**src/rtl/alu_mul_seq.sv**
```systemverilog
// alu_mul_seq: unsigned WIDTH x WIDTH shift-and-add multiplier that borrows the shared ALU adder.
// One ADD/SHIFT pair per multiplier bit; product is loaded on entry to DONE so it is valid with done.
module alu_mul_seq #(
    parameter int          WIDTH   = 4,
    parameter logic [2:0]  ALU_ADD = 3'b010
) (
    input  logic                 clk,
    input  logic                 rst_n,
    input  logic                 start,
    input  logic [WIDTH-1:0]     a,
    input  logic [WIDTH-1:0]     b,
    output logic                 busy,
    output logic                 done,
    output logic [2*WIDTH-1:0]   product,
    output logic [2:0]           alu_op,
    output logic [WIDTH-1:0]     alu_a,
    output logic [WIDTH-1:0]     alu_b,
    input  logic [WIDTH-1:0]     alu_r,
    input  logic                 alu_cout
);
    localparam int CW = (WIDTH > 1) ? $clog2(WIDTH) : 1;
    typedef enum logic [1:0] {IDLE, ADD, SHIFT, DONE} state_t;
    state_t               state_q, state_d;
    logic [WIDTH-1:0]     mcand_q, mcand_d, acc_q, acc_d, q_q, q_d;
    logic                 c_q, c_d;
    logic [CW-1:0]        cnt_q, cnt_d;
    logic [2*WIDTH-1:0]   product_q, product_d;
    logic                 last;

    assign last = cnt_q == CW'(WIDTH - 1);

    always_ff @(posedge clk or negedge rst_n) begin
        if (!rst_n) begin
            state_q   <= IDLE;
            mcand_q   <= '0;
            acc_q     <= '0;
            q_q       <= '0;
            c_q       <= 1'b0;
            cnt_q     <= '0;
            product_q <= '0;
        end else begin
            state_q   <= state_d;
            mcand_q   <= mcand_d;
            acc_q     <= acc_d;
            q_q       <= q_d;
            c_q       <= c_d;
            cnt_q     <= cnt_d;
            product_q <= product_d;
        end
    end

    always_comb begin
        state_d   = state_q;
        mcand_d   = mcand_q;
        acc_d     = acc_q;
        q_d       = q_q;
        c_d       = c_q;
        cnt_d     = cnt_q;
        product_d = product_q;
        case (state_q)
            IDLE: if (start) begin
                mcand_d = a;
                q_d     = b;
                acc_d   = '0;
                c_d     = 1'b0;
                cnt_d   = '0;
                state_d = ADD;
            end
            ADD: begin
                {c_d, acc_d} = q_q[0] ? {alu_cout, alu_r} : {1'b0, acc_q};
                state_d      = SHIFT;
            end
            SHIFT: begin
                {acc_d, q_d} = {c_q, acc_q, q_q[WIDTH-1:1]};
                c_d          = 1'b0;
                cnt_d        = last ? cnt_q : cnt_q + CW'(1);
                state_d      = last ? DONE : ADD;
                // Loading here makes product change exactly as done rises.
                if (last) product_d = {c_q, acc_q, q_q[WIDTH-1:1]};
            end
            default: state_d = IDLE;
        endcase
    end

    assign busy    = state_q != IDLE;
    assign done    = state_q == DONE;
    assign product = product_q;
    assign alu_op  = ALU_ADD;
    assign alu_a   = acc_q;
    assign alu_b   = mcand_q;
endmodule
```
**config.mk**
```make
export PLATFORM = sky130hd
export DESIGN_NAME = alu_mul_seq
export DESIGN_NICKNAME = d
export VERILOG_FILES = /design/src/rtl/alu_mul_seq.sv
export SDC_FILE = /design/constraint.sdc
export NUM_CORES = 1
export LEC_CHECK = 0
export CORE_MARGIN = 2
export CORE_UTILIZATION = 50
export DETAILED_ROUTE_END_ITERATION = 10
export HOLD_SLACK_MARGIN = 0.15
export PLACE_DENSITY = 0.9
export SLEW_MARGIN = 10
export SYNTH_ARGS = -nofsm -noshare
export SYNTH_HDL_FRONTEND = slang
export SYNTH_SLANG_ARGS = --single-unit
export TNS_END_PERCENT = 50
```
**constraint.sdc**
```tcl
create_clock -name clk -period 4.34 [get_ports clk]
set_input_delay 0.434 -clock clk [delete_from_list [all_inputs] [get_ports clk]]
set_output_delay 0.434 -clock clk [all_outputs]
set_load 0.005 [all_outputs]
```
Word level (Yosys, flattened, before mapping)
Index checks and enable logic that the tools add are counted.
{ "totals": {"ff_bits": 25, "in_bits": 16} }
{ "op_classes": {"n_reduce_logical": 10, "n_mux": 13, "n_addsub": 1, "n_eq_ne": 7} }
{ "ops": {"columns": ["operator", "count"], "rows": [
  ["$pmux W4 S3", 1],
  ["$mux W2", 4],
  ["$mux W4", 2],
  ["$pmux W4 S2", 1],
  ["$reduce_and A2 Y1", 4],
  ["$eq A2 B2 Y1 const B", 3],
  ["$ne A2 B2 Y1 const B", 3],
  ["$pmux W2 S3", 1],
  ["$reduce_and A3 Y1", 2],
  ["$mux W5", 1],
  ["$pmux W2 S2", 1],
  ["$reduce_bool A2 Y1", 2],
  ["$pmux W1 S3", 1],
  ["$reduce_bool A3 Y1", 1],
  ["$add A2 B1 Y2 const B", 1],
  ["$eq A2 B1 Y1 const B", 1],
  ["$logic_not A2 Y1", 1],
  ["$mux W1", 1]
]} }

Longest topological paths before layout
Gate-level depths: netlist of the first run.
{ "logic_depth": {"word_depth": 3, "ltp_mapped": 6, "mapped_depth_nobuf": 5} }

Least setup slack after synthesis of the first run
No wires, ideal clock.
{ "synth_path": {"kind": "register to register", "startpoint": "reg state_q[0]", "endpoint": "reg acc_q[0] (netlist: alu_a[0])", "setup_ps": 125, "setup_slack_ps": 2736, "path_stages_with_launch": 6, "required_ps": 4215, "path_buffers": 0, "arrival_ps": 1479, "path_cell_list": "dfrtp_1 -> inv_1 -> ha_1 -> and3_1 -> a32o_1 -> mux2_2"} }
{ "synth_via": {"elab_chain_len": 3} }
{ "synth_rtl": {"columns": ["element", "line", "text"], "rows": [
  ["from (decl)", "23", "state_t state_q, state_d;"],
  ["from (signal assigned)", "42", "state_q <= state_d;"],
  ["$eq A2 B1 Y1 (tied with other cells)", "60", "case (state_q)"],
  ["$ne A2 B2 Y1 (no line) / $reduce_bool A3 Y1 (equally long branches)", null, null],
  ["$reduce_and A3 Y1 (no line)", null, null],
  ["to (signal assigned)", "36", "acc_q <= '0;"],
  ["to (signal assigned)", "44", "acc_q <= acc_d;"],
  ["to (decl)", "24", "logic [WIDTH-1:0] mcand_q, mcand_d, acc_q, acc_d, q_q, q_d;"]
]} }
Parallel ways exist; a longest one is shown, timed or not.
A chain may end at the register's enable or synchronous reset.

Final worst setup path of the first run
{ "layout_path": {"startpoint": "reg state_q[0]", "endpoint": "out busy"} }
{ "layout_via": {"elab_chain_len": 1} }
{ "layout_rtl": {"columns": ["element", "line", "text"], "rows": [
  ["$reduce_bool A2 Y1", "85", "assign busy = state_q != IDLE;"],
  ["to (decl)", "12", "output logic busy,"]
]} }
Every way passes these cells.

==> results by group, run 1 <==
Die
  • Starting Density: 0.514
  • Die width: around 54 µm
  • Io pins: 37
  • Die Area: 2920 µm²
  • Die Y-Extent: 54.0 µm
  • Total number of placement rows: 18
  • Area of the core: 2430 µm²

Timing
  • Tcrit/Tclk final: 0.493
  • Total negative setup slack: 0 ns
  • Final hold slack: 0.523 ns
  • Final Hold Fails: 0
  • Final setup violating endpoints: 0
  • Final worst slack: 2.20 ns
  • RSZ-0062 raised after global routing: no
  • Minimum clock period after layout: about 2.1 ns
  • Max Clock Skew: 0.00956 ns
  • Worst max-slew margin expressed relative to the limit: 0.269
  • Worst Max-Slew Pin Slew: roughly 1.1 ns
  • Max-slew violations: 0
  • Highest clock rate: 468 MHz

Route
  • Post-DRT Antenna Nets: 0
  • Aggregate routed wire length: 2590 µm
  • Wire per inst: about 16 µm
  • Number of detailed-route iterations in the first pass: 4
  • Post-route DRC: 0
  • Vias: 919
  • Routed via count divided by cell count: 5.57
  • First DRT Iteration DRCs: 19

GRT
  • First-pass GRT wire length: 3900 µm
  • Remaining global-route overflow: 0
  • Largest net degree at the start of global routing: 26
  • Overall routing resource usage: 0.187
  • Number of antenna violations at the first check in global routing: 0
  • Vias in the first global route: 857

Logic synthesis
  • Cells after synthesis: between 100 and 150
  • Sequential fraction of the synthesis area: 0.500
  • Post-Syn Area per Cell: 12.1 µm²
  • Distinct cell type count of the synthesized netlist: 29
  • Async set or reset register ratio after synthesis: 1.00
  • Flops & latches, synth: 25
  • Area of the mapped netlist: around 1300 µm²
  • Top FF cell, synth: sky130_fd_sc_hd__dfrtp_1
  • Cell type with the largest total area after synthesis: sky130_fd_sc_hd__dfrtp_1
  • Main area contributors after synthesis: sky130_fd_sc_hd__dfrtp_1 (50%), sky130_fd_sc_hd__mux2_2 (14%), sky130_fd_sc_hd__ha_1 (6.0%)
  • Synth warn: 0
  • Share of Yosys cell area claimed by the top area cell type: 0.500
  • Count of flip-flops with a built-in enable after synthesis: 0

Clock tree
  • Clock tree root driver cell: sky130_fd_sc_hd__clkbuf_4
  • Clock tree from TritonCTS: done
  • Max H-tree Level: 1
  • Max Buffers Root-to-Sink: 2
  • Number of CTS-inserted buffers: 3
  • Sinks on the clock net: 25
  • Clock latency of the later-clocked register in the worst-skew pair: 0.32 ns
  • Quantity of gates resized following cts: 0
  • Worst-path clk slew: 0.14 ns
  • CTS hold repair buffers: 0
  • Buffer count from post-CTS setup fixing: 0

Critical path
  • Crit path max fanout: 5
  • Cell count along the critical path: 4
  • Cell family with most CP delay: buffers and inverters
  • Worst Path Class, Setup: reg -> out
  • Largest incremental delay on the critical path: roughly 0.49 ns
  • Category of the worst setup path launch point: flop
  • CP Data Arrival Time: 1.70 ns
  • Most numerous cell on the critical path: sky130_fd_sc_hd__inv_1
  • Buffers & Inverters on Critical Path: 3
  • Critical path capture point type: output pin
  • Worst-case reg-to-reg path depth: 4
  • Slowest cell on the critical path: sky130_fd_sc_hd__clkdlybuf4s50_1
  • Critical path data required time: 3.91 ns
  • Chain of cells forming the critical path: inv_1, ha_1, inv_1, clkdlybuf4s50_1

Cells and area
  • Post-route standard cell area excluding fillers: 1610 µm²
  • Number of diodes: 0
  • Most common cell after layout, fill and taps aside: sky130_fd_sc_hd__clkdlybuf4s50_1
  • Area growth, synth to finish: 29.0%
  • Final instance count without filler cells: 165
  • Fraction of layout instances using a drive strength above 1: 0.178
  • Most frequent cells in the layout: sky130_fd_sc_hd__clkdlybuf4s50_1 (33), sky130_fd_sc_hd__dfrtp_1 (25), sky130_fd_sc_hd__mux2_2 (16)
  • Post-layout net count: roughly 160

Power
  • Peak VDD IR: 0.347 mV
  • Net switching power of the design: 0.000314 W
  • Share of total power consumed by net switching: 0.353
  • Sequential group share of total power: 0.413
  • Power per standard cell area: 551 nW/µm²
  • Relative contribution of the clock network to total power: 0.120
  • Power share of the combinational group: 0.467
  • Total leakage power: 0.737 nW
  • Internal power consumption: approximately 0.00058 W

Placed design
  • RePlAce Congestion: 0.822
  • Cell Area, Placed: approximately 1600 µm²
  • Number of input and output port buffers inserted: 33
  • Number of placed instances with taps included: 161
  • Pre-CTS setup slack: 2.37 ns
  • Placed wire-length estimate: 1930 µm

Run status
  • Result of the run: completed

Min path
  • Worst hold path depth: 1
  • Hold WC Path Type: reg -> reg

Run
  • Max_cap viols: 0
==> logic make-up after synthesis <==
| family | synth area share |
|---|---|
| mux | 0.144 |
| compound gates | 0.132 |
| fa+ha+maj | 0.0600 |
| buf+inv | 0.0400 |
| flops | 0.500 |
| other cells | 0.00600 |
| simple gates | 0.118 |
==> cells in the mapped netlist, types with 2 or more instances <==
cell / n
sky130_fd_sc_hd__inv_1: 3
sky130_fd_sc_hd__a22o_1: 2
sky130_fd_sc_hd__dfrtp_1: 25
sky130_fd_sc_hd__a221o_1: 3
sky130_fd_sc_hd__a32o_1: 4
sky130_fd_sc_hd__nor3_1: 2
sky130_fd_sc_hd__buf_4: 4
sky130_fd_sc_hd__conb_1: 2
sky130_fd_sc_hd__nand3_1: 4
sky130_fd_sc_hd__nand2b_1: 4
sky130_fd_sc_hd__o21ai_0: 3
sky130_fd_sc_hd__a211o_1: 2
sky130_fd_sc_hd__nor2b_2: 2
sky130_fd_sc_hd__o31ai_1: 2
sky130_fd_sc_hd__a21oi_1: 3
sky130_fd_sc_hd__nand2_1: 5
sky130_fd_sc_hd__mux2_2: 16
sky130_fd_sc_hd__ha_1: 6
==> worst paths after layout <==
check	startpoint	endpoint	slack, ns
max	state_q[0]	busy	2.20
max in group asynchronous	rst_n	alu_a[2]	3.00
min in group asynchronous	rst_n	q_q[0]	0.68
min	product[1]	product[1]	0.52
max reg2reg	state_q[0]	product[5]	2.38
min reg2reg	product[1]	product[1]	0.52
==> power groups by stage <==
stage | sequential, W | combinational [W] | clock [W]
6_report | 0.000367 | 0.000415 | 0.000107
5_1_grt | 0.000380 | 0.000455 | 0.000119
4_1_cts | 0.000367 | 0.000418 | 0.000111
3_5_place_dp | 0.000372 | 0.000416 | 0
3_3_place_gp | 0.000364 | 0.000403 | 0
2_1_floorplan | 0.000359 | 0.000266 | 0
==> state kept, by name, summed over array words and instances (netlist names) <==
signal / flops
product: 8
c_q: 1
cnt_q: 2
alu_b: 4
q_q: 4
state_q: 2
alu_a: 4
==> per-layer routing <==
layer  vias to the layer above  share of wire  GRT usage
met5                         -              0          0
met4                         0         0.0062     0.0625
met3                         2          0.055     0.0250
met2                        32           0.50      0.317
met1                       455           0.44      0.246
li1                        430              -          -
==> per-stage QoR <==
stage          total power [W]  utilization
2_1_floorplan         0.000625            -
3_3_place_gp          0.000767        0.651
3_5_place_dp          0.000788        0.651
4_1_cts               0.000896        0.664
5_1_grt               0.000954        0.664
6_report              0.000889        0.664
==> area by class of cell <==
type / instances / area [µm²]
Inverter: 3 / 11.3
Clock inverter: 1 / 7.51
Multi-Input combinational cell: 70 / 579
Timing Repair Buffer: 33 / 330
Fill cell: 201 / 818
Tap cell: 30 / 37.5
Clock buffer: 3 / 22.5
Sequential cell: 25 / 626
==> worst register-to-register path: stages (launching register included) <==
cell and delay [ns]:
sky130_fd_sc_hd__dfrtp_1 0.46, sky130_fd_sc_hd__inv_1 0.15, sky130_fd_sc_hd__ha_1 0.47, sky130_fd_sc_hd__nand2_1 0.40, sky130_fd_sc_hd__mux2_2 0.39
No activity file was read; power rests on OpenSTA's default activity.
==> run 2, diff against run 1 <==
CORE_UTILIZATION = 42   (was 50)
PLACE_DENSITY = 0.81   (was 0.9)
clock period = 1.7 ns   (was 4.34 ns; I/O delays follow)
==> results by group, run 2 (synthesis results as in run 1) <==
GRT
  • Most congested layer reported by global routing: met2
  • First-pass GRT wire length: 4460 µm
  • Vias in the first global route: 983
  • Largest net degree at the start of global routing: 26
  • Remaining global-route overflow: 0
  • Met2 usage: 0.274
  • Overall routing resource usage: 0.168
  • Met1 global-route usage: 0.223
  • Met3 track utilization from global routing: 0.0374
  • Number of antenna violations at the first check in global routing: 0

Die
  • Total number of placement rows: 19
  • Die Area: around 3400 µm²
  • Starting Density: 0.446
  • Die Y-Extent: 58.6 µm
  • Die width: 58.6 µm
  • Io pins: 37
  • Area of the core: 2810 µm²

Route
  • Aggregate routed wire length: 2620 µm
  • First DRT Iteration DRCs: 13
  • Number of detailed-route iterations in the first pass: 7
  • Routed via count divided by cell count: between 5 and 6
  • Vias: 926
  • Post-route DRC: 1
  • Post-DRT Antenna Nets: 0
  • Wire per inst: 15.1 µm

Critical path
  • Cell count along the critical path: 6
  • Worst-case reg-to-reg path depth: 6
  • Worst Path Class, Setup: reg -> reg
  • CP Data Arrival Time: approximately 1.9 ns
  • Most numerous cell on the critical path: sky130_fd_sc_hd__buf_4
  • Slowest cell on the critical path: sky130_fd_sc_hd__dfrtp_1
  • Cell family with most CP delay: buffers and inverters
  • Category of the worst setup path launch point: flop
  • Crit path max fanout: 8
  • Buffers & Inverters on Critical Path: 3
  • Critical path data required time: between 1.5 and 2 ns
  • Critical path capture point type: flop
  • Chain of cells forming the critical path: buf_4, buf_4, ha_2, buf_4, a32o_1, mux2_2
  • Largest incremental delay on the critical path: between 0.4 and 0.5 ns

Timing
  • RSZ-0062 raised after global routing: yes
  • Max Clock Skew: 0.00503 ns
  • Max-slew violations: 0
  • Minimum clock period after layout: 1.68 ns
  • Final Hold Fails: 0
  • Total negative setup slack: 0 ns
  • Tcrit/Tclk final: 0.988
  • Highest clock rate: 595 MHz
  • Final setup violating endpoints: 0

Cells and area
  • Number of diodes: 0
  • Flip-flop count of the largest register, all copies and words added: 8
  • Fraction of layout instances using a drive strength above 1: 0.252
  • Area growth, synth to finish: 36.1%
  • Fillers: 220
  • Post-layout net count: 166
  • Most frequent cells in the layout: sky130_fd_sc_hd__clkdlybuf4s50_1 (31), sky130_fd_sc_hd__dfrtp_1 (25), sky130_fd_sc_hd__mux2_2 (16)
  • Most common cell after layout, fill and taps aside: sky130_fd_sc_hd__clkdlybuf4s50_1
  • Final instance count without filler cells: roughly 170

Placed design
  • RePlAce Congestion: 0.727
  • Number of placed instances with taps included: around 170
  • Placed wire-length estimate: roughly 1900 µm
  • Number of input and output port buffers inserted: 33

Clock tree
  • Number of CTS-inserted buffers: 3
  • Max Buffers Root-to-Sink: 2
  • Worst-path clk slew: roughly 0.15 ns
  • Clock latency of the later-clocked register in the worst-skew pair: around 0.32 ns
  • Sinks on the clock net: 25
  • Clock tree from TritonCTS: done
  • Clock tree root driver cell: sky130_fd_sc_hd__clkbuf_4
  • Max H-tree Level: 1

Min path
  • Hold WC Path Type: in -> async

Run status
  • Violations in the final reports: DRC
  • Result of the run: finished with violations

Power
  • Power per standard cell area: 1440 nW/µm²
  • Total leakage power: approximately 0.80 nW
  • Peak VDD IR: between 0.8 and 0.9 mV

Run
  • Max_cap viols: 0
-- run 2: timing repair --
action / in CTS / in global routing
setup endpoints to repair: 2 / 7
setup buffers: 2 / 0
hold buffers: 0 / 0
gates resized for setup: 5 / 4
pin swaps: 0 / 1
-- run 2: worst register-to-register path, cell delays in order, from the launching register on --
cell and delay [ns]:
sky130_fd_sc_hd__dfrtp_1 0.41, sky130_fd_sc_hd__buf_4 0.15, sky130_fd_sc_hd__buf_4 0.14, sky130_fd_sc_hd__ha_2 0.22, sky130_fd_sc_hd__buf_4 0.18, sky130_fd_sc_hd__a32o_1 0.22, sky130_fd_sc_hd__mux2_2 0.26
-- run 2: layout make-up --
class                      instances  area [µm²]  share of cell area
timing repair buffer              41         395               0.232
clock inverter                     1        7.51             0.00441
inverter                           3        11.3             0.00661
tap                               31        38.8              0.0228
sequential                        25         626               0.367
clock buffer                       3        22.5              0.0132
multi-input combinational         70         602               0.353
-- run 2: routing by layer --
layer / share of wire / vias to the layer above
met5: 0 / -
met3: 0.055 / 0
met2: 0.48 / 25
met4: 0 / 0
li1: - / 449
met1: 0.47 / 452
-- run 2: power by group --
group	switching [W]	total [W]	internal [W]
sequential	0.000142	0.000919	0.000777
clock	0.000192	0.000282	0.0000900
combinational	0.000536	0.00125	0.000709
total	0.000870	0.00245	0.00158
-- run 2: path summary, 6_finish.rpt --
kind | startpoint | end | slack (ns)
max in group asynchronous | rst_n | cnt_q[1] | 1.28
worst min register to register | alu_b[3] | alu_b[3] | 0.53
worst min-delay path | rst_n | alu_a[1] | 0.18
min in group clk | alu_cout | c_q | 0.41
worst max-delay path | state_q[1] | alu_a[0] | 0.02
worst max register to register | state_q[1] | alu_a[0] | 0.02
-- run 2: metrics by stage --
stage          utilization  power (W)  hold slack (ns)  setup slack (ns)  cell area [µm²]
2_1_floorplan            -    0.00160           -0.126            0.0959             1250
3_3_place_gp         0.581    0.00205            0.488            0.0960             1630
3_5_place_dp         0.581    0.00210            0.497            0.0183             1630
4_1_cts              0.599    0.00242            0.177            -0.109             1680
5_1_grt              0.607    0.00262            0.213           -0.0235             1700
6_report             0.607    0.00245            0.183            0.0205             1700
==> run 3, diff against run 2 <==
CORE_MARGIN = 10   (was 2)
==> results by group, run 3 (synthesis results as in run 1) <==
Clock tree
  • Number of CTS-inserted buffers: 3
  • CTS hold repair buffers: 0
  • Max Buffers Root-to-Sink: 2
  • Sinks on the clock net: 25
  • Clock tree root driver cell: sky130_fd_sc_hd__clkbuf_4
  • Clock latency of the later-clocked register in the worst-skew pair: 0.32 ns
  • Worst-path clk slew: 0.15 ns
  • Max H-tree Level: 1
  • Clock tree from TritonCTS: done

Cells and area
  • Most common cell after layout, fill and taps aside: sky130_fd_sc_hd__clkdlybuf4s50_1
  • Final instance count without filler cells: between 150 and 200
  • Post-layout net count: 166
  • Number of diodes: 0
  • Fraction of layout instances using a drive strength above 1: 0.245
  • Area growth, synth to finish: 35.3%
  • Fillers: 225
  • Most frequent cells in the layout: sky130_fd_sc_hd__clkdlybuf4s50_1 (31), sky130_fd_sc_hd__dfrtp_1 (25), sky130_fd_sc_hd__mux2_2 (16)
  • Flip-flop count of the largest register, all copies and words added: 8

GRT
  • Number of antenna violations at the first check in global routing: 0
  • Remaining global-route overflow: 0
  • Overall routing resource usage: 0.104
  • Vias in the first global route: between 1k and 1.5k
  • First-pass GRT wire length: about 4600 µm
  • Largest net degree at the start of global routing: 26

Critical path
  • Worst-case reg-to-reg path depth: 5
  • Worst setup slack for register-to-register paths: roughly 0.07 ns
  • Crit path max fanout: 4
  • Category of the worst setup path launch point: flop
  • Launching instance or port of the critical path: state_q[0]
  • CP Data Arrival Time: 1.47 ns
  • Startpoint of the worst register-to-register path: state_q[1]
  • Worst reg2reg endpoint: alu_a[0]
  • Worst Path Class, Setup: reg -> out
  • Critical path capture point type: output pin
  • Critical Path End: busy
  • Critical path data required time: ~1.5 ns

Route
  • Vias: 931
  • First DRT Iteration DRCs: 19
  • Wire per inst: 16.5 µm
  • Number of detailed-route iterations in the first pass: 4
  • Aggregate routed wire length: approximately 2900 µm
  • Routed via count divided by cell count: 5.35
  • Post-route DRC: 0
  • Post-DRT Antenna Nets: 0

Timing
  • Max Clock Skew: 0.00631 ns
  • Highest clock rate: 608 MHz
  • Final setup violating endpoints: 0
  • Final Hold Fails: 0
  • Tcrit/Tclk final: 0.967
  • Minimum clock period after layout: about 1.6 ns
  • Total negative setup slack: 0 ns
  • Final hold slack: 0.191 ns
  • RSZ-0062 raised after global routing: no
  • Max-slew violations: 0

Die
  • Starting Density: 0.446
  • Die Y-Extent: 74.6 µm
  • Die Area: about 5600 µm²
  • Total number of placement rows: 19
  • Die width: between 70 and 80 µm
  • Area of the core: 2810 µm²
  • Io pins: 37

Power
  • Peak VDD IR: 0.768 mV
  • Power per standard cell area: 1420 nW/µm²
  • Total leakage power: 0.785 nW

Placed design
  • Number of placed instances with taps included: ~170
  • Placed wire-length estimate: 2170 µm
  • Number of input and output port buffers inserted: 33
  • RePlAce Congestion: 0.799

Min path
  • Hold WC Path Type: in -> async

Run status
  • Result of the run: completed

Run
  • Max_cap viols: 0
==> run 3: cell types whose count changed in the layout (fill, tap and decap cells not counted) <==
| cell | delta |
|---|---|
| sky130_fd_sc_hd__ha_2 | -1 |
| sky130_fd_sc_hd__buf_4 | +1 |
| sky130_fd_sc_hd__dlygate4sd2_1 | +1 |
| sky130_fd_sc_hd__ha_1 | +1 |
| sky130_fd_sc_hd__dlymetal6s2s_1 | -1 |
| sky130_fd_sc_hd__buf_6 | -1 |
==> run 3: layer usage <==
layer / track usage / vias up / share of wire / routed length, µm
met5: 0 / - / 0 / 0
met4: 0.0231 / 0 / 0 / 0
met3: 0.0492 / 0 / 0.088 / 252
met2: 0.176 / 26 / 0.49 / 1400
met1: 0.117 / 456 / 0.42 / 1210
li1: - / 449 / - / -
==> run 3: report_power, final <==
group          leakage [nW]  total [W]  internal (W)  switching [W]
clock                0.0139   0.000276     0.0000898       0.000186
sequential            0.331   0.000914      0.000777       0.000137
combinational         0.441    0.00122      0.000693       0.000523
total                 0.785    0.00241       0.00156       0.000846
==> run 3: how the worst min path moves through the flow <==
stage          cells after the start  slack, ns          to
5_1_grt                            2       0.22    alu_a[1]
3_5_place_dp                       1       0.50  product[0]
4_1_cts                            2       0.20    alu_a[1]
2_1_floorplan                      0      -0.13    alu_a[0]
6_report                           2       0.19    alu_a[1]
3_3_place_gp                       1       0.49    alu_b[1]
==> run 3: cell type report <==
type | count | area [µm²] | share of cell area
clock buffer | 3 | 22.5 | 0.0133
clock inverter | 1 | 7.51 | 0.00443
inverter | 3 | 11.3 | 0.00665
multi-input combinational | 70 | 599 | 0.354
sequential | 25 | 626 | 0.370
tap | 31 | 38.8 | 0.0229
timing repair buffer | 41 | 388 | 0.229
==> run 3: critical path, cell delays in order, from the launching register on <==
cell and delay [ns]:
sky130_fd_sc_hd__dfrtp_1 0.41, sky130_fd_sc_hd__inv_1 0.13, sky130_fd_sc_hd__ha_1 0.20, sky130_fd_sc_hd__buf_4 0.13, sky130_fd_sc_hd__inv_1 0.03, sky130_fd_sc_hd__dlygate4sd2_1 0.25
==> run 3: repair_timing <==
item | CTS | global route
endpoints found under the setup margin | 2 | 5
resized for setup | 6 | 1
setup buffers | 2 | 0
==> run 3: through the flow <==
| step | cell area (µm²) | utilization | total power [W] | worst slack [ns] |
|---|---|---|---|---|
| 2_1_floorplan | 1250 | - | 0.00160 | 0.0959 |
| 3_3_place_gp | 1630 | 0.581 | 0.00206 | 0.0921 |
| 3_5_place_dp | 1630 | 0.581 | 0.00209 | 0.0402 |
| 4_1_cts | 1690 | 0.602 | 0.00241 | 0.0787 |
| 5_1_grt | 1690 | 0.603 | 0.00258 | 0.0110 |
| 6_report | 1690 | 0.603 | 0.00241 | 0.0557 |
